## config.mk

```make
export PLATFORM = sky130hd
export DESIGN_NAME = rx_phase_sync
export DESIGN_NICKNAME = d
export VERILOG_FILES = /design/src/rtl/rx_phase_sync.sv
export SDC_FILE = /design/constraint.sdc
export NUM_CORES = 1
export LEC_CHECK = 0
export CORE_MARGIN = 5
export CORE_UTILIZATION = 31
export CTS_CLUSTER_SIZE = 14
export DETAILED_ROUTE_END_ITERATION = 12
export GPL_ROUTABILITY_DRIVEN = 0
export PLACE_DENSITY = 0.61
export SYNTH_ARGS = -nofsm -noshare
export SYNTH_HDL_FRONTEND = slang
export SYNTH_SLANG_ARGS = --single-unit
export TNS_END_PERCENT = 50
```

## constraint.sdc

```tcl
create_clock -name clock -period 4.4 [get_ports clock]
set_clock_uncertainty 0.05 [all_clocks]
set_input_delay 0.88 -clock clock [delete_from_list [all_inputs] [get_ports clock]]
set_output_delay 0.88 -clock clock [all_outputs]
set_load 0.02 [all_outputs]
```

## src/rtl/rx_phase_sync.sv

```systemverilog
// rx_phase_sync: sweeps every (sampling phase, reference delay) candidate against the PRBS9 reference,
// locks on the one with fewest bit errors, then outputs hard bits and BER counts.
// Optional windowed relock monitor with the o_relocks port: define RX_PHASE_SYNC_RELOCK_EN.

module rx_phase_sync #(
  parameter int NB_DATA    = 8,
  parameter int OS         = 4,
  parameter int NB_PHASE   = 2,
  parameter int NDLY       = 8,
  parameter int NB_DLY     = 3,
  parameter int N_EVAL     = 511,
  parameter int NB_CNT     = 32
`ifdef RX_PHASE_SYNC_RELOCK_EN
  ,
  parameter int RELOCK_THR = 16
`endif
) (
  input  logic                       clock,
  input  logic                       i_reset,
  input  logic                       i_enable,
  input  logic                       i_valid,
  input  logic signed [NB_DATA-1:0]  i_sample,
  input  logic                       i_ref,
  input  logic                       i_start,
  output logic                       o_bit,
  output logic                       o_bit_valid,
  output logic                       o_locked,
  output logic [NB_PHASE-1:0]        o_phase,
  output logic [NB_DLY-1:0]          o_delay,
  output logic [NB_CNT-1:0]          o_errors,
  output logic [NB_CNT-1:0]          o_bits,
  output logic [1:0]                 o_state
`ifdef RX_PHASE_SYNC_RELOCK_EN
  ,
  output logic [7:0]                 o_relocks
`endif
);

  localparam int NCAND   = OS * NDLY;
  localparam int NB_CAND = NB_PHASE + NB_DLY;
  localparam int NB_ACC  = $clog2(N_EVAL + 1) + 1;
  localparam int NB_SCNT = $clog2(N_EVAL + NDLY);

  localparam logic [NB_SCNT-1:0] SETTLE_LAST = NB_SCNT'(NDLY - 1);
  localparam logic [NB_SCNT-1:0] EVAL_LAST   = NB_SCNT'(N_EVAL - 1);
  localparam logic [NB_CAND-1:0] CAND_LAST   = NB_CAND'(NCAND - 1);

  typedef enum logic [1:0] {
    ST_IDLE   = 2'd0,
    ST_SETTLE = 2'd1,
    ST_EVAL   = 2'd2,
    ST_LOCK   = 2'd3
  } state_t;

  state_t              state_q, state_d;
  logic [NB_CAND-1:0]  cand_q, cand_d;
  logic [NB_CAND-1:0]  best_q, best_d;
  logic [NB_ACC-1:0]   best_err_q, best_err_d;
  logic [NB_ACC-1:0]   acc_q, acc_d;
  logic [NB_SCNT-1:0]  cnt_q, cnt_d;
  logic [OS-1:0]       sbuf_q, sbuf_d;
  logic [NDLY-2:0]     dline_q, dline_d;
  logic                bit_q, bit_d;
  logic                bit_valid_q, bit_valid_d;
  logic [NB_CNT-1:0]   errors_q, errors_d;
  logic [NB_CNT-1:0]   bits_q, bits_d;

  logic [NDLY-1:0]     tap;
  logic [NB_PHASE-1:0] sel_phase;
  logic [NB_DLY-1:0]   sel_dly;
  logic                rx;
  logic                err;
  logic                restart;
  logic [NB_ACC-1:0]   acc_sum;

  // Only the sign of each sample is ever examined, so the buffer holds sign bits.
  logic unused_mag;
  assign unused_mag = ^i_sample[NB_DATA-2:0];

  assign tap       = {dline_q, i_ref};
  assign sel_phase = (state_q == ST_LOCK) ? best_q[NB_PHASE-1:0] : cand_q[NB_PHASE-1:0];
  assign sel_dly   = (state_q == ST_LOCK) ? best_q[NB_CAND-1:NB_PHASE] : cand_q[NB_CAND-1:NB_PHASE];
  assign rx        = sbuf_q[sel_phase];
  assign err       = rx ^ tap[sel_dly];
  assign acc_sum   = acc_q + {{(NB_ACC-1){1'b0}}, err};

`ifdef RX_PHASE_SYNC_RELOCK_EN
  localparam logic [NB_ACC-1:0] RELOCK_LIM = NB_ACC'(RELOCK_THR);

  logic [NB_SCNT-1:0] win_cnt_q, win_cnt_d;
  logic [NB_ACC-1:0]  win_err_q, win_err_d;
  logic [7:0]         relocks_q, relocks_d;
  logic [NB_ACC-1:0]  win_sum;
  logic               relock_hit;

  assign win_sum    = win_err_q + {{(NB_ACC-1){1'b0}}, err};
  assign relock_hit = (state_q == ST_LOCK) && i_valid && (win_cnt_q == EVAL_LAST) && (win_sum > RELOCK_LIM);
  assign restart    = i_start || relock_hit;
  assign o_relocks  = relocks_q;
`else
  assign restart    = i_start;
`endif

  always_comb begin
    state_d     = state_q;
    cand_d      = cand_q;
    best_d      = best_q;
    best_err_d  = best_err_q;
    acc_d       = acc_q;
    cnt_d       = cnt_q;
    bit_d       = bit_q;
    bit_valid_d = 1'b0;
    errors_d    = errors_q;
    bits_d      = bits_q;
    sbuf_d      = {sbuf_q[OS-2:0], i_sample[NB_DATA-1]};
    dline_d     = i_valid ? {dline_q[NDLY-3:0], i_ref} : dline_q;
`ifdef RX_PHASE_SYNC_RELOCK_EN
    win_cnt_d   = win_cnt_q;
    win_err_d   = win_err_q;
    relocks_d   = relocks_q;
    if (i_enable && relock_hit && (relocks_q != 8'hFF)) begin
      relocks_d = relocks_q + 8'd1;
    end
`endif

    if (!i_enable) begin
      state_d = ST_IDLE;
      cand_d  = '0;
      cnt_d   = '0;
    end else if (restart || (state_q == ST_IDLE)) begin
      state_d    = ST_SETTLE;
      cand_d     = '0;
      best_err_d = '1;
      cnt_d      = '0;
    end else begin
      case (state_q)
        ST_SETTLE: begin
          // The settle period refills the delay line for the new candidate.
          if (i_valid) begin
            if (cnt_q == SETTLE_LAST) begin
              state_d = ST_EVAL;
              cnt_d   = '0;
              acc_d   = '0;
            end else begin
              cnt_d = cnt_q + NB_SCNT'(1);
            end
          end
        end
        ST_EVAL: begin
          if (i_valid) begin
            if (cnt_q == EVAL_LAST) begin
              cnt_d = '0;
              if (acc_sum < best_err_q) begin
                best_d     = cand_q;
                best_err_d = acc_sum;
              end
              if (cand_q == CAND_LAST) begin
                state_d  = ST_LOCK;
                errors_d = '0;
                bits_d   = '0;
`ifdef RX_PHASE_SYNC_RELOCK_EN
                win_cnt_d = '0;
                win_err_d = '0;
`endif
              end else begin
                cand_d  = cand_q + NB_CAND'(1);
                state_d = ST_SETTLE;
              end
            end else begin
              acc_d = acc_sum;
              cnt_d = cnt_q + NB_SCNT'(1);
            end
          end
        end
        ST_LOCK: begin
          if (i_valid) begin
            bit_d       = rx;
            bit_valid_d = 1'b1;
            if (bits_q != '1) begin
              bits_d = bits_q + NB_CNT'(1);
            end
            if (err && (errors_q != '1)) begin
              errors_d = errors_q + NB_CNT'(1);
            end
`ifdef RX_PHASE_SYNC_RELOCK_EN
            if (win_cnt_q == EVAL_LAST) begin
              win_cnt_d = '0;
              win_err_d = '0;
            end else begin
              win_cnt_d = win_cnt_q + NB_SCNT'(1);
              win_err_d = win_sum;
            end
`endif
          end
        end
        default: begin
          state_d = ST_IDLE;
        end
      endcase
    end
  end

  always_ff @(posedge clock or negedge i_reset) begin
    if (!i_reset) begin
      state_q     <= ST_IDLE;
      cand_q      <= '0;
      best_q      <= '0;
      best_err_q  <= '1;
      acc_q       <= '0;
      cnt_q       <= '0;
      sbuf_q      <= '0;
      dline_q     <= '0;
      bit_q       <= 1'b0;
      bit_valid_q <= 1'b0;
      errors_q    <= '0;
      bits_q      <= '0;
`ifdef RX_PHASE_SYNC_RELOCK_EN
      win_cnt_q   <= '0;
      win_err_q   <= '0;
      relocks_q   <= '0;
`endif
    end else begin
      state_q     <= state_d;
      cand_q      <= cand_d;
      best_q      <= best_d;
      best_err_q  <= best_err_d;
      acc_q       <= acc_d;
      cnt_q       <= cnt_d;
      sbuf_q      <= sbuf_d;
      dline_q     <= dline_d;
      bit_q       <= bit_d;
      bit_valid_q <= bit_valid_d;
      errors_q    <= errors_d;
      bits_q      <= bits_d;
`ifdef RX_PHASE_SYNC_RELOCK_EN
      win_cnt_q   <= win_cnt_d;
      win_err_q   <= win_err_d;
      relocks_q   <= relocks_d;
`endif
    end
  end

  assign o_bit       = bit_q;
  assign o_bit_valid = bit_valid_q;
  assign o_locked    = (state_q == ST_LOCK);
  assign o_phase     = sel_phase;
  assign o_delay     = sel_dly;
  assign o_errors    = errors_q;
  assign o_bits      = bits_q;
  assign o_state     = state_q;

endmodule
```

Word level (Yosys, flattened, before mapping) --
Index checks and enable logic that the tools add are counted. Widths: inputs -> output; s select.
Word-level totals: flip-flop bits (word level) 119, input port bits 14, output and inout port bits 74, word-level logic and storage cells 117
Operators by class: add/subtract/negate cells 5, order comparisons 3, eq/ne operators 27, multiplexer cells 50, bitwise gates (word level) 2, reduce and logical (&&, ||, !) cells 18
Operators with widths (count):
- $mux 32 | 7
- $mux 10 | 15
- $pmux 32 s2 | 2
- $add 32x1->32 const B | 2
- $ne 32x32->1 const B | 2
- $pmux 10 s2 | 2
- $mux 5 | 6
- $mux 2 | 8
- $ne 4x4->1 const B | 4
- $reduce_and 8->1 | 2
- $ne 2x2->1 const B | 7
- $reduce_bool 2->1 | 6
- $add 10x1->10 | 1
- $add 10x1->10 const B | 1
- $eq 10x3->1 const B | 1
- $eq 10x9->1 const B | 1
- $lt 10x10->1 | 1
- $reduce_and 5->1 | 2
- $ne 3x1->1 const B | 3
- $reduce_and 4->1 | 2
- $reduce_and 7->1 | 1
- $mux 1 | 6
- $pmux 2 s3 | 1
- $reduce_and 6->1 | 1
- other kinds (19) | 21

Longest topological paths before layout --
Gate-level depths: netlist of the first run.
word-level depth 12, gate-level depth with buffers 21, mapped depth without buffers 18

Least setup slack after synthesis of the first run --
No wires, ideal clock.
path type register to register, start point reg state_q[1], in the netlist o_state[1], end point reg best_q[2], library setup time 0.125 ns, arrival 4.867 ns, data required time 4.225 ns, path slack -0.642 ns, stages on the path, launching flop included 19, path buffers 3, clock period less this slack 5.042 ns, path through dfrtp_1 > ha_1 > buf_4 > mux2i_2 > inv_1 > or3_1 > a22o_4 > inv_4 > buf_6 > ha_1 > nand2_1 > xnor2_1 > ha_1 > a21o_1 > a211o_1 > a211o_1 > clkbuf_1 > a211oi_4 > mux2_4
On the way: cells in the longest elaborated chain, start to end 8, elaborated cells between the ends (all ways) 15, those cells by class add/sub: 1; order compare: 1; eq/ne: 2; mux: 6; bitwise: 2; reduce/logical: 3
RTL lines:
- from (decl) | line 55 | state_t state_q, state_d;
- from (signal assigned) | line 223 | state_q <= state_d;
- $eq 2x2->1
- net o_locked | line 27 | output logic o_locked,
- $mux 3 | line 82 | assign sel_dly = (state_q == ST_LOCK) ? best_q[NB_CAND-1:NB_PHASE] : cand_q[NB_CAND-1:NB_PHASE];
- net o_delay[2] | line 29 | output logic [NB_DLY-1:0] o_delay,
- $bmux 1 s3 | line 84 | assign err = rx ^ tap[sel_dly];
- $mux 1 (not written as such) | line 84
- $xor 1x1->1 | line 84
- $add 10x1->10 | line 85 | assign acc_sum = acc_q + {{(NB_ACC-1){1'b0}}, err};
- $lt 10x10->1 | line 153 | if (acc_sum < best_err_q) begin
- $reduce_and 6->1 (no source line)
- to (signal assigned) | line 225 | best_q <= best_d;
- to (decl) | line 57 | logic [NB_CAND-1:0] best_q, best_d;
The timed path passes the listed nets, and every way through them passes these cells. The select of a mux whose other input is x is not followed. A chain may end at the register's enable or synchronous reset.

Worst setup path after layout of the first run --
start point reg state_q[0], in the netlist o_state[0], end point reg best_q[0]
On the way: cells in the longest elaborated chain, start to end 8, elaborated cells between the ends (all ways) 15, those cells by class add/sub: 1; order compare: 1; eq/ne: 2; mux: 6; bitwise: 2; reduce/logical: 3
RTL lines (line):
- $eq 2x2->1 | 81, 82
- $mux 3 or $mux 2 (tied branches) | 82, 81
- $bmux 1 s3 or $bmux 1 s2 (tied branches) | 84, 83
- $mux 1 (on tied branches) | 84, 83
- $xor 1x1->1 | 84
- $add 10x1->10 | 85
- $lt 10x10->1 | 153
- $reduce_and 6->1 (no source line) (*)
Mark *: on every way between the ends. The rest lies on a longest branch, timed or not. The select of a mux whose other input is x is not followed.

==> key figures, run 1 <==
Finish
  • Fraction of layout cells with a size suffix above 1: 0.1575
  • Ant diodes: 0
  • Post-layout util: 0.4137
  • Layout area overhead: 31.32%
  • Fillers: 2199
  • Nets: 936

Global route
  • Tot GR Track Use: 0.1505
  • Antenna violations before repair: 0
  • Total gr overflow: 0
  • First-pass GRT wire length: 32530 um
  • Vias in the first global route: 6214
  • Largest net degree at the start of global routing: 80

Drt
  • DRT Wirelength: 19480 um
  • TritonRoute pass-1 iters: 4
  • Initial DRC Count: 374
  • Post-route DRC: 0
  • Vias/cell: 5.378
  • DR vias: 6448
  • Final ANT Viol Nets: 0
  • Routed len/inst: 16.24 um

Yosys
  • Synth area leaders: dfrtp_1 38%, nand2_1 5.0%, o21ai_0 3.7%
  • Yosys cell types: 70
  • Top FF cell, synth: dfrtp_1
  • Synth top cells by count: 109 x dfrtp_1, 95 x nand2_1, 60 x nor2_1, 53 x o21ai_0, 39 x a21oi_1
  • Yosys top cell area share: 0.3825
  • Mapped Area: 0.007132 sq mm
  • Sequential share of the synthesized area: 0.4193
  • Asr flop ratio synth: 1.000
  • Yosys warning count: 0
  • Cell count after synthesis: 796
  • Syn_nets: 831
  • Yosys top cell by area: dfrtp_1
  • Most frequent cell after synthesis: dfrtp_1
  • EDFF count, synth: 0
  • Syn_area_per_cell: 8.960 sq um
  • #FFs+latches synth: 119

Pwr
  • Static Leak: 3.805 nW
  • Max VDD drop: 0.2559 mV
  • P_int: 2.177 mW
  • Gate power share: 0.047
  • Flop pwr share: 0.403
  • Pwr dens: 301.3 mW/mm^2
  • Clock share of power: 0.549
  • Sw Share: 0.2284
  • Sw power: 644.3 uW

Timing
  • Peak Freq: 0.2338 GHz
  • Final setup viols: 0
  • Slew @ Worst Pin: 1124 ps
  • Final Max Slew Viols: 0
  • Crit path time final: 4277 ps
  • Period Utilization, post-route: 0.9719
  • Setup_tns: 0 ps
  • WHS: 316.5 ps
  • Fin. Hold Viols: 0
  • Relative slew slack: 0.2496

Clock network
  • CTS H-tree lvls: 4
  • CTS sink cnt: 119
  • CTS tree: done
  • CTS buffer count: 17
  • Clk pin slew, worst setup/hold paths: 60 ps
  • Skew-Pair Late Insertion Delay: 420 ps
  • Root Driver: clkbuf_16
  • Clock Path Buffers: 2

Die
  • Die height: 161.7 um
  • Row count: 55
  • Die area: 0.02614 sq mm
  • Initial Util: 0.3150
  • Die width: 161.7 um
  • # IOs: 88
  • Core box area: 0.02264 sq mm

Worst setup path
  • Setup CP Type: reg2reg
  • Worst R2R Setup Slack: 120 ps
  • Worst path buffer plus inverter count: 4
  • Setup crit end kind: flip-flop
  • R2R Path Start: o_state[0]
  • Crit path largest cell delay: 510 ps
  • Crit-path slowest cell: mux4_2
  • Critical Path Fanout Max: 6
  • Critical-path cell list: ha_4 > mux2_4 > mux4_2 > o31a_4 > a22o_4 > inv_6 > ha_4 > buf_4 > nand3_1 > xor2_1 > inv_1 > ha_1 > a21o_1 > a211o_4 > a211oi_4 > buf_12 > mux2_4
  • Top delay family on crit path: compound AO/OA/AOI/OAI gates
  • Critical path depth in cells: 17
  • Startpoint Class: flip-flop
  • RR Endpoint: best_q[0]
  • Crit path capture: best_q[0]
  • WP data arrival: 4530 ps
  • Reg2Reg Depth: 17
  • Required time of the critical path: 4650 ps
  • Critical Path Start: o_state[0]

Placed design
  • Port-buffer cells: 80
  • Hpwl dp: 12980 um

Status
  • Status: completed

Min path
  • Hold Crit Class: reg2reg

Run
  • Max Cap Viol: 0
[logic make-up (layout without fill, tap and decap cells)]
kind of cell	count (synthesis)	count (layout)	synth area share
AO/OA/AOI/OAI	190	191	0.1823
adder cells (fa/ha/maj)	21	21	0.03684
AND/OR/NAND/NOR	348	348	0.2482
buffers and inverters	69	186	0.04035
multiplexers	27	27	0.04597
flip-flops	119	119	0.4193
XOR/XNOR	22	22	0.02702
[flip-flops by register name, indices dropped and copies added, names as in the netlist]
| name | cells |
|---|---|
| o_bits | 32 |
| o_errors | 32 |
| acc_q | 10 |
| best_err_q | 10 |
| cnt_q | 10 |
| dline_q | 7 |
| best_q | 5 |
| cand_q | 5 |
| sbuf_q | 4 |
| o_state | 2 |
| o_bit | 1 |
| o_bit_valid | 1 |
[per-stage QoR]
stage / total power [mW] / setup WS [ps] / cell area, sq um / instances
6_report: 2.821 / 123.4 / 9365 / 1199
3_5_place_dp: 1.284 / -350.4 / 8558 / 1160
2_1_floorplan: 1.220 / -174.5 / 7254 / 796
4_1_cts: 2.847 / 25.65 / 9216 / 1193
5_1_grt: 2.920 / -8.635 / 9365 / 1199
3_3_place_gp: 1.283 / -292.0 / 8558 / 1160
[area by class of cell]
type	count	area, sq um	share of cell area
Timing Repair Buffer	126	1181	0.1261
Multi-Input combinational cell	609	4074	0.4350
Clock inverter	15	225.2	0.02405
Tap cell	285	356.6	0.03808
Inverter	28	110.1	0.01176
Sequential cell	119	2993	0.3196
Clock buffer	17	425.4	0.04542
[worst min path at each step]
stage / start / endpoint / slack, ps / depth (start not counted)
4_1_cts: sbuf_q[1] / sbuf_q[2] / 320 / 0
5_1_grt: sbuf_q[1] / sbuf_q[2] / 320 / 0
2_1_floorplan: sbuf_q[1] / sbuf_q[2] / 300 / 0
6_report: sbuf_q[1] / sbuf_q[2] / 320 / 0
3_3_place_gp: sbuf_q[2] / sbuf_q[3] / 300 / 0
3_5_place_dp: sbuf_q[1] / sbuf_q[2] / 300 / 0
[what timing repair did]
item,4_1_cts,5_1_grt
gates resized for setup,0,18
cloned,0,1
endpoints found under the setup margin,10,15
hold buffers,0,0
buffers inserted,1,5
pin swaps,1,7
hold endpoints to repair,0,0
[layer usage]
layer | track usage | vias to the layer above | part of all wire
met2 | 0.2356 | 141 | 0.47
met4 | 0.03845 | 0 | 0.0074
met3 | 0.03502 | 12 | 0.037
li1 | - | 3163 | -
met5 | 0 | - | 0
met1 | 0.2115 | 3132 | 0.48
[power by group through the flow]
stage | combinational, mW | clock [mW] | sequential, mW
after floorplan | 0.0681 | 0 | 1.15
after global placement | 0.128 | 0 | 1.16
after detailed placement | 0.129 | 0 | 1.15
after CTS | 0.131 | 1.58 | 1.14
after global routing | 0.150 | 1.63 | 1.14
final | 0.134 | 1.55 | 1.14
[cell usage in the layout, fill, tap and decap left out, types with 10 or more instances in the layout]
master / count
dfrtp_1: 107
buf_4: 44
or3_1: 15
clkbuf_16: 17
a21oi_1: 38
nand3_1: 36
clkdlybuf4s50_1: 79
nor2_1: 59
nand2_1: 94
ha_1: 17
o21ai_0: 51
inv_1: 25
nand4_1: 30
nand2b_1: 14
dfstp_2: 10
nor4_1: 10
nor3_1: 23
o211ai_1: 22
and3_1: 26
[worst register-to-register path: stages, from the launching register on]
cell and delay [ps]:
dfrtp_2 420, ha_4 210, mux2_4 320, mux4_2 510
o31a_4 150, a22o_4 270, inv_6 70, ha_4 170
buf_4 130, nand3_1 80, xor2_1 200, inv_1 70
ha_1 270, a21o_1 180, a211o_4 360, a211oi_4 250
buf_12 160, mux2_4 290
Power figures use the tool's default switching activity.
==> inputs of run 2 (changes only) <==
- GPL_TIMING_DRIVEN: default -> 1
- SLEW_MARGIN: default -> 20
==> run 2 against run 1 <==
Non-clock buffer count stayed put. Total power hardly changed. Flip-flop and latch count stayed put. Sequential share of layout area unchanged. Critical endpoint unchanged.
==> key figures, run 2 (synthesis results as in run 1) <==
Global route
  • Antenna violations before repair: 0 (unchanged)
  • Tot GR Track Use: 0.1505 (unchanged)
  • Vias in the first global route: 6214 (unchanged)
  • First-pass GRT wire length: 32530 um (unchanged)
  • Total gr overflow: 0 (unchanged)
  • Largest net degree at the start of global routing: 80 (unchanged)

Placed design
  • Port-buffer cells: 80 (unchanged)
  • Dpl cell area: 0.008558 sq mm (unchanged)
  • Pre-CTS setup slack: -350.4 ps (unchanged)
  • Hpwl dp: 12980 um (unchanged)
  • Post-Place Cells: 1160 (unchanged)

Die
  • Die area: 0.02614 sq mm (unchanged)
  • # IOs: 88 (unchanged)
  • Die width: 161.7 um (unchanged)
  • Row count: 55 (unchanged)
  • Core box area: 0.02264 sq mm (unchanged)
  • Die height: 161.7 um (unchanged)
  • Initial Util: 0.3150 (unchanged)

Clock network
  • Skew-Pair Late Insertion Delay: 420 ps (about the same)
  • Root Driver: clkbuf_16
  • CTS tree: done
  • CTS Hold Bufs: 0 (unchanged)
  • CTS H-tree lvls: 4 (unchanged)
  • CTS sink cnt: 119 (unchanged)
  • Clk pin slew, worst setup/hold paths: 60 ps (about the same)
  • CTS buffer count: 17 (unchanged)
  • Clock Path Buffers: 2 (unchanged)

Timing
  • Final setup viols: 0 (unchanged)
  • Period Utilization, post-route: 0.9719 (unchanged)
  • Peak Freq: 0.2338 GHz (unchanged)
  • Slew @ Worst Pin: 1060 ps (-64.54 ps)
  • Crit path time final: 4277 ps (unchanged)
  • Worst Slack Setup Final: 123.4 ps (unchanged)
  • Setup_tns: 0 ps (unchanged)
  • Relative slew slack: 0.2934 (+0.04376)
  • Final Max Slew Viols: 0 (unchanged)
  • Fin. Hold Viols: 0 (unchanged)

Worst setup path
  • WP data arrival: 4530 ps (about the same)
  • Required time of the critical path: 4650 ps (about the same)
  • Startpoint Class: flip-flop
  • Critical Path Fanout Max: 6 (unchanged)
  • Setup CP Type: reg2reg
  • Setup crit end kind: flip-flop

Drt
  • Routed len/inst: 16.24 um (about the same)
  • Vias/cell: 5.378 (unchanged)
  • Initial DRC Count: 374 (unchanged)
  • Final ANT Viol Nets: 0 (unchanged)
  • DRT Wirelength: 19480 um (about the same)
  • Post-route DRC: 0 (unchanged)
  • DR vias: 6448 (unchanged)
  • TritonRoute pass-1 iters: 4 (unchanged)

Status
  • Status: completed

Min path
  • Hold Crit Class: reg2reg

Finish
  • Ant diodes: 0 (unchanged)
  • Finished Cell Area: 0.009365 sq mm (unchanged)
  • Commonest cells after routing, fill and taps aside: 107 x dfrtp_1, 94 x nand2_1, 79 x clkdlybuf4s50_1, 59 x nor2_1, 51 x o21ai_0
  • Layout area overhead: 31.32% (unchanged)
  • Most common cell after layout, fill and taps aside: dfrtp_1
  • Nets: 936 (unchanged)
  • Fraction of layout cells with a size suffix above 1: 0.1586 (+0.001094)
  • Final cell count without fillers: 1199 (unchanged)

Pwr
  • Pwr dens: 301.3 mW/mm^2 (about the same)
  • Max VDD drop: 0.2559 mV (about the same)
  • Static Leak: 3.806 nW (about the same)

Run
  • Max Cap Viol: 0 (unchanged)
run 2: final cells by class:
class	instances	area [sq um]
clock inverters	15	225.2
clock buffers	17	425.4
fillers	2199	13280
well taps	285	356.6
flip-flops and latches	119	2993
multi-input cells	609	4074
inverters	28	110.1
repair buffers	126	1181
run 2: path summary, 6_finish.rpt:
check,start,end,slack (ps),cells past startpoint
hold reg to reg,sbuf_q[1],sbuf_q[2],320,0
min in group asynchronous,i_reset,cnt_q[6],390,1
setup reg to reg,o_state[0],best_q[0],120,17
setup / recovery,o_state[0],best_q[0],120,17
hold / removal,sbuf_q[1],sbuf_q[2],320,0
max in group asynchronous,i_reset,best_err_q[4],3060,2
run 2: power by group:
part | switching [mW] | internal (mW)
clock | 0.543 | 1.01
sequential | 0.0214 | 1.12
combinational | 0.0795 | 0.0543
total | 0.644 | 2.18
run 2: metrics by stage:
stage,util,power (mW),hold slack [ps]
3_3_place_gp,0.3780,1.283,302.8
3_5_place_dp,0.3780,1.284,304.3
6_report,0.4137,2.821,316.5
2_1_floorplan,-,1.220,298.8
5_1_grt,0.4137,2.920,318.4
4_1_cts,0.4071,2.847,316.9
run 2: critical path, cell delays in order, from the launching register on:
cell and delay [ps]:
dfrtp_2 420, ha_4 210, mux2_4 320, mux4_2 510
o31a_4 150, a22o_4 270, inv_6 70, ha_4 170
buf_4 130, nand3_1 80, xor2_1 200, inv_1 70
ha_1 270, a21o_1 180, a211o_4 360, a211oi_4 250
buf_12 160, mux2_4 290
run 2: routing by layer:
metal,vias up,global-route usage,part of all wire
met5,-,0,0
met4,0,0.03845,0.0074
met3,12,0.03502,0.037
met2,141,0.2356,0.47
met1,3132,0.2115,0.48
li1,3163,-,-
run 2: what timing repair did:
item                       CTS  global route
hold endpoints to repair     0             0
cloned                       0             1
setup buffers                1             5
setup endpoints to repair   10            15
pin swaps                    1             7
gates resized for setup      0            18
==> variant 1, RTL diff (config.mk and constraints of run 2) <==
Add a define of `RX_PHASE_SYNC_RELOCK_EN`.
--- a/src/rtl/rx_phase_sync.sv
+++ b/src/rtl/rx_phase_sync.sv
@@ -1,6 +1,8 @@
 // rx_phase_sync: sweeps every (sampling phase, reference delay) candidate against the PRBS9 reference,
 // locks on the one with fewest bit errors, then outputs hard bits and BER counts.
 // Optional windowed relock monitor with the o_relocks port: define RX_PHASE_SYNC_RELOCK_EN.
+
+`define RX_PHASE_SYNC_RELOCK_EN
 
 module rx_phase_sync #(
   parameter int NB_DATA    = 8,
Function (old outputs only; new: o_relocks): no difference found for any inputs over 4 cycles, from zero or initial values and one cycle with i_reset low; that may be too few to reach the edited logic, so the function may still have changed.
==> variant 1 against run 2 <==
- the flow now finishes with violations (negative setup slack)
- design area is 23% higher
- via count rose by 18%
- sequential share of layout area rose by 0.21 points
- global-route usage is 0.060 points lower
- critical path depth grew 1
- synthesized area rose by 18%
- routed wire length increased by 20%
- total power grew 6.2%
- non-clock buffer count grew 50
- sequential cell count increased by 28
- worst setup slack worse by 250 ps
- critical path type unchanged
- critical endpoint is now o_bits[9]
- largest cell class unchanged
- highest routed layer unchanged
==> variant 1: results (changes against run 2) <==
Worst Slack Setup Final - -129 ps (-252 ps)
Signal buf overhead - 14.9% (+2.3 points)
Hold Path Sink - sbuf_q[3]
gr usage total - 15.0% (-0.060 points)
multi-input logic cell count - 693 (+14%)
met2 GRT Util - 23.8% (+0.19 points)
pin count of the biggest net entering global routing - 98 (+23%)
worst hold-check path type - reg -> reg
outcome - complete, but fails checks
DR WL/cell - 16.4 um (+0.69%)
number of fill cells - 2,594 (+18%)
# resized after CTS - 36 (+36)
Net Count, Synth - 962 (+16%)
Hold Crit Start - sbuf_q[2]
dpl ws - -834 ps (-484 ps)
worst hold slack - 320 ps (+3.77 ps)
routed metal-1 wirelength - 11,200 um (+18%)
fraction of area in registers - 32.2% (+0.21 points)
total power divided by cell area - 261 mW/mm^2 (-13%)
wire length on met2 - 11,100 um (+21%)
# nets final - 1,114 (+19%)
Final clock-cell share - 5.00% (-1.9 points)
met1 Resource Use GR - 21.3% (+0.14 points)
Leak - 4.80 nW (+26%)
CP Data Arrival Time - 4840 ps (+310 ps)
Clock buffer cells - 22 (+5)
cells on worst reg2reg path - 18 (+1)
VDD IR-drop max - 0.166 mV (-35%)
Distinct cells, synth - 68 (-2.9%)
fraction of area in multi-input gates - 43.0% (-0.54 points)
post-synthesis adder-cell area fraction - 3.86% (+0.18 points)
Vias per Instance - 5.35 (-0.54%)
Slew HR - 37.7% (+8.4 points)
Critical R2R Capture - o_bits[9]
violated checks - negative setup slack
placed wire-length estimate - 15,400 um (+19%)
Worst path slowest cell - or4_1
layout cells sized above 1 - 21.6% (+5.8 points)
Post-CTS Repair Setup Buffers - 8 (+7)
top cells by count, synth - 145 x nand2_1, 137 x dfrtp_1, 60 x nand3_1, 50 x nor2_1, 44 x o21ai_0
sequential fraction of the synthesis area - 43.8% (+1.9 points)
final setup vio count - 46 (+46)
post-synthesis xor/xnor area fraction - 2.50% (-0.21 points)
Seq cells - 147 (+24%)
1st-iter DRT viols - 391 (+4.5%)
PortBufs - 88 (+10%)
post-place instance area - 0.0102 mm^2 (+19%)
first-pass GRT wire length - 38,200 um (+18%)
number of global-route vias before repair - 7,325 (+18%)
Sw Share - 23.9% (+1.1 points)
mux contribution to synthesized area - 4.19% (-0.41 points)
Synth area leaders - dfrtp_1 41%, nand2_1 6.5%, ha_1 3.9%, nand3_1 3.6%, dfstp_2 3.1%
bufs w/o clock - 176 (+40%)
max incr delay on CP - 470 ps (-40 ps)
inverters - 39 (+39%)
Synth Area in Compound Gates - 14.9% (-3.4 points)
==> variant 1: cell types whose count changed in the layout (fill, tap and decap cells not counted), sizes merged, moves of 10 or more <==
| cell | before | now |
|---|---|---|
| nor2 | 60 | 50 |
| buf | 47 | 86 |
| nand2 | 95 | 145 |
| o31ai | 3 | 20 |
| inv | 30 | 40 |
| nand4b | 4 | 22 |
| dfrtp | 109 | 137 |
| nand3 | 36 | 60 |
==> variant 1: worst max-delay path: cells and delay by family, from the launching register on <==
kind | cells | cell delay [ps]
muxes | 1 | 260
and+or+nand+nor | 5 | 1100
AOI/OAI and AO/OA | 6 | 1620
buffers and inverters | 2 | 310
xor gates and xnor gates | 1 | 180
DFF | 1 | 390
adders and majority gates | 3 | 540
==> variant 1: power groups by stage <==
| stage | registers, mW | clock network (mW) | logic (mW) |
|---|---|---|---|
| final | 1.41 | 1.42 | 0.163 |
| after global placement | 1.43 | 0 | 0.150 |
| after CTS | 1.41 | 1.46 | 0.156 |
| after floorplan | 1.43 | 0 | 0.0630 |
| after global routing | 1.42 | 1.52 | 0.182 |
| after detailed placement | 1.43 | 0 | 0.152 |
==> variant 1: worst max path at each step <==
stage / depth (start not counted) / to / from / slack [ps]
after global routing: 18 / o_bits[9] / o_state[0] / -350
after CTS: 16 / o_bits[31] / o_state[0] / -80
after detailed placement: 22 / best_q[0] / i_ref / -830
after floorplan: 20 / acc_q[4] / o_state[1] / -310
after global placement: 22 / best_q[2] / i_ref / -730
final: 18 / o_bits[9] / o_state[0] / -130
==> variant 1: stage by stage <==
step	util [%]	total power, mW	std cells	TNS [ps]
floorplan	-	1.50	922	-14490
global placement	37.9	1.58	1377	-67460
detailed placement	37.9	1.58	1377	-76070
CTS	40.9	3.02	1419	-1020
global route	42.7	3.12	1428	-23040
finish	42.7	3.00	1428	-2680
==> variant 2, RTL diff (flow settings as in run 2) <==
Without the edit above. One comparison of `cnt_q` changes from == to >=.
--- a/src/rtl/rx_phase_sync.sv
+++ b/src/rtl/rx_phase_sync.sv
@@ -137,7 +137,7 @@
         ST_SETTLE: begin
           // The settle period refills the delay line for the new candidate.
           if (i_valid) begin
-            if (cnt_q == SETTLE_LAST) begin
+            if (cnt_q >= SETTLE_LAST) begin
               state_d = ST_EVAL;
               cnt_d   = '0;
               acc_d   = '0;
Function: same outputs for any inputs over 4 cycles, from zero or initial values and one cycle with i_reset low; that may be too few to reach the edited logic, so the function may still have changed.
==> variant 2 against run 2 <==
- non-clock buffer count is 15 lower
- worst setup slack worse by 36 ps
- design area is 8.7% lower
- sequential cell count stayed put
- total power is 6.5% lower
- global-route usage is 0.85 points lower
- maximum frequency is 0.83% lower
- routed wire length is 14% lower
- synthesized area is 8.2% lower
- critical path type unchanged
- critical endpoint is now best_q[3]
==> variant 2: results (changes against run 2) <==
top achievable clock speed - 232 MHz (-0.83%)
met1 Resource Use GR - 19.7% (-1.5 points)
layout cells sized above 1 - 14.8% (-1.0 points)
Routed Wire Length - 16,700 um (-14%)
worst hold-check path type - reg -> reg
Gate Count Post-Synth - 695 (-13%)
H-tree Lvls - 4 (unchanged)
outcome - completed
R2R Setup Slk - 90 ps (-40 ps)
Max Used Layer - met4
FF-to-FF Start - o_state[1]
predominant post-synthesis flop cell - dfrtp_1
pin count of the biggest net entering global routing - 120 (+50%)
placed wire-length estimate - 11,200 um (-14%)
top cells by count, synth - 109 x dfrtp_1, 85 x nand2_1, 58 x nor2_1, 30 x a21oi_1, 30 x nand3_1
met2 GRT Util - 22.3% (-1.3 points)
worst hold slack - 334 ps (+17.2 ps)
Hold Crit Start - sbuf_q[1]
crit path capture - best_q[3]
post-synthesis xor/xnor area fraction - 3.48% (+0.78 points)
gr ovfl total - 0 (unchanged)
Inserted Diodes - 0 (unchanged)
Leak - 3.63 nW (-4.6%)
VDD IR-drop max - 0.246 mV (-3.9%)
Distinct cells, synth - 60 (-14%)
synth warn - 0 (unchanged)
dpl ws - -470 ps (-119 ps)
first-pass GRT wire length - 28,000 um (-14%)
Synth Area in Compound Gates - 15.6% (-2.6 points)
met3 Usage GRT - 2.98% (-0.53 points)
DR WL/cell - 15.4 um (-5.0%)
CP Max Fanout - 6 (unchanged)
routed metal-1 wirelength - 7980 um (-16%)
number of fill cells - 2,068 (-6.0%)
CP Data Arrival Time - 4560 ps (+30 ps)
number of global-route vias before repair - 5,480 (-12%)
total number of vias - 5,582 (-13%)
post-placement cell count - 1,049 (-9.6%)
Net Count, Synth - 730 (-12%)
post-synthesis adder-cell area fraction - 4.01% (+0.33 points)
wire length on met2 - 7850 um (-14%)
cells on worst reg2reg path - 19 (+2)
1st-iter DRT viols - 365 (-2.4%)
mux contribution to synthesized area - 5.66% (+1.1 points)
Critical Path Source Type - register
Slew @ Worst Pin - 796 ps (-264 ps)
Synth area leaders - dfrtp_1 42%, nand2_1 4.9%, dfstp_2 4.0%, ha_1 4.0%, nor2_1 3.3%
sequential fraction of the synthesis area - 45.7% (+3.8 points)
post-place instance area - 0.00789 mm^2 (-7.8%)
gr usage total - 14.2% (-0.85 points)
# nets final - 831 (-11%)
met3 wire len - 669 um (-5.9%)
Worst-path clk slew - 60 ps (about the same)
## variant 2: cell count changes after synthesis, moves of 10 or more
cell      delta
o21ai_0     -26
o21ai_1     +24
o211ai_1    -22
a31oi_1     +14
nand2_1     -10
nand4_1     -10
o22a_1      +10
## variant 2: worst min-delay path by stage
| stage | end |
|---|---|
| finish | sbuf_q[2] |
| global route | sbuf_q[3] |
| CTS | sbuf_q[2] |
| detailed placement | sbuf_q[2] |
| global placement | sbuf_q[2] |
| floorplan | sbuf_q[2] |
## variant 2: critical path, stage by stage, from the launching register on
cell and delay [ps]:
dfrtp_2 420, ha_4 190, mux2_4 330, mux4_2 450, mux2i_4 220, xor2_2 190
inv_2 70, ha_4 150, and3_4 170, and3_4 180, and3_4 190, and3_4 180
xnor2_2 150, inv_2 70, ha_4 230, a21oi_4 160, nand4_1 130, a21oi_2 210
nand2_4 110, mux2_1 320
## variant 2: report_power, final
part	switching (mW)	total, mW	internal [mW]
clock network	0.545	1.41	0.869
registers	0.0125	1.13	1.11
logic	0.0545	0.0960	0.0415
total	0.612	2.64	2.02
## variant 2: what timing repair did
| item | CTS | global route |
|---|---|---|
| hold buffers | 0 | 0 |
| gates resized for setup | 6 | 5 |
| pin swaps | 3 | 0 |
| buffers inserted | 1 | 2 |
| endpoints found under the setup margin | 15 | 15 |
## variant 2: layout make-up
cell class / count / area, um^2 / area share [%]
inverter: 22 / 82.6 / 0.965
tap: 275 / 344 / 4.02
clock inverter: 13 / 145 / 1.70
multi-input combinational: 525 / 3490 / 40.8
timing repair buffer: 111 / 1050 / 12.2
clock buffer: 19 / 453 / 5.29
sequential: 119 / 2990 / 35.0
## variant 2: cell families after synthesis
group	count (synthesis)
buffers and inverters	51
and+or+nand+nor	291
adders and majority gates	21
AOI/OAI and AO/OA	158
DFF	119
xor gates and xnor gates	26
muxes	29
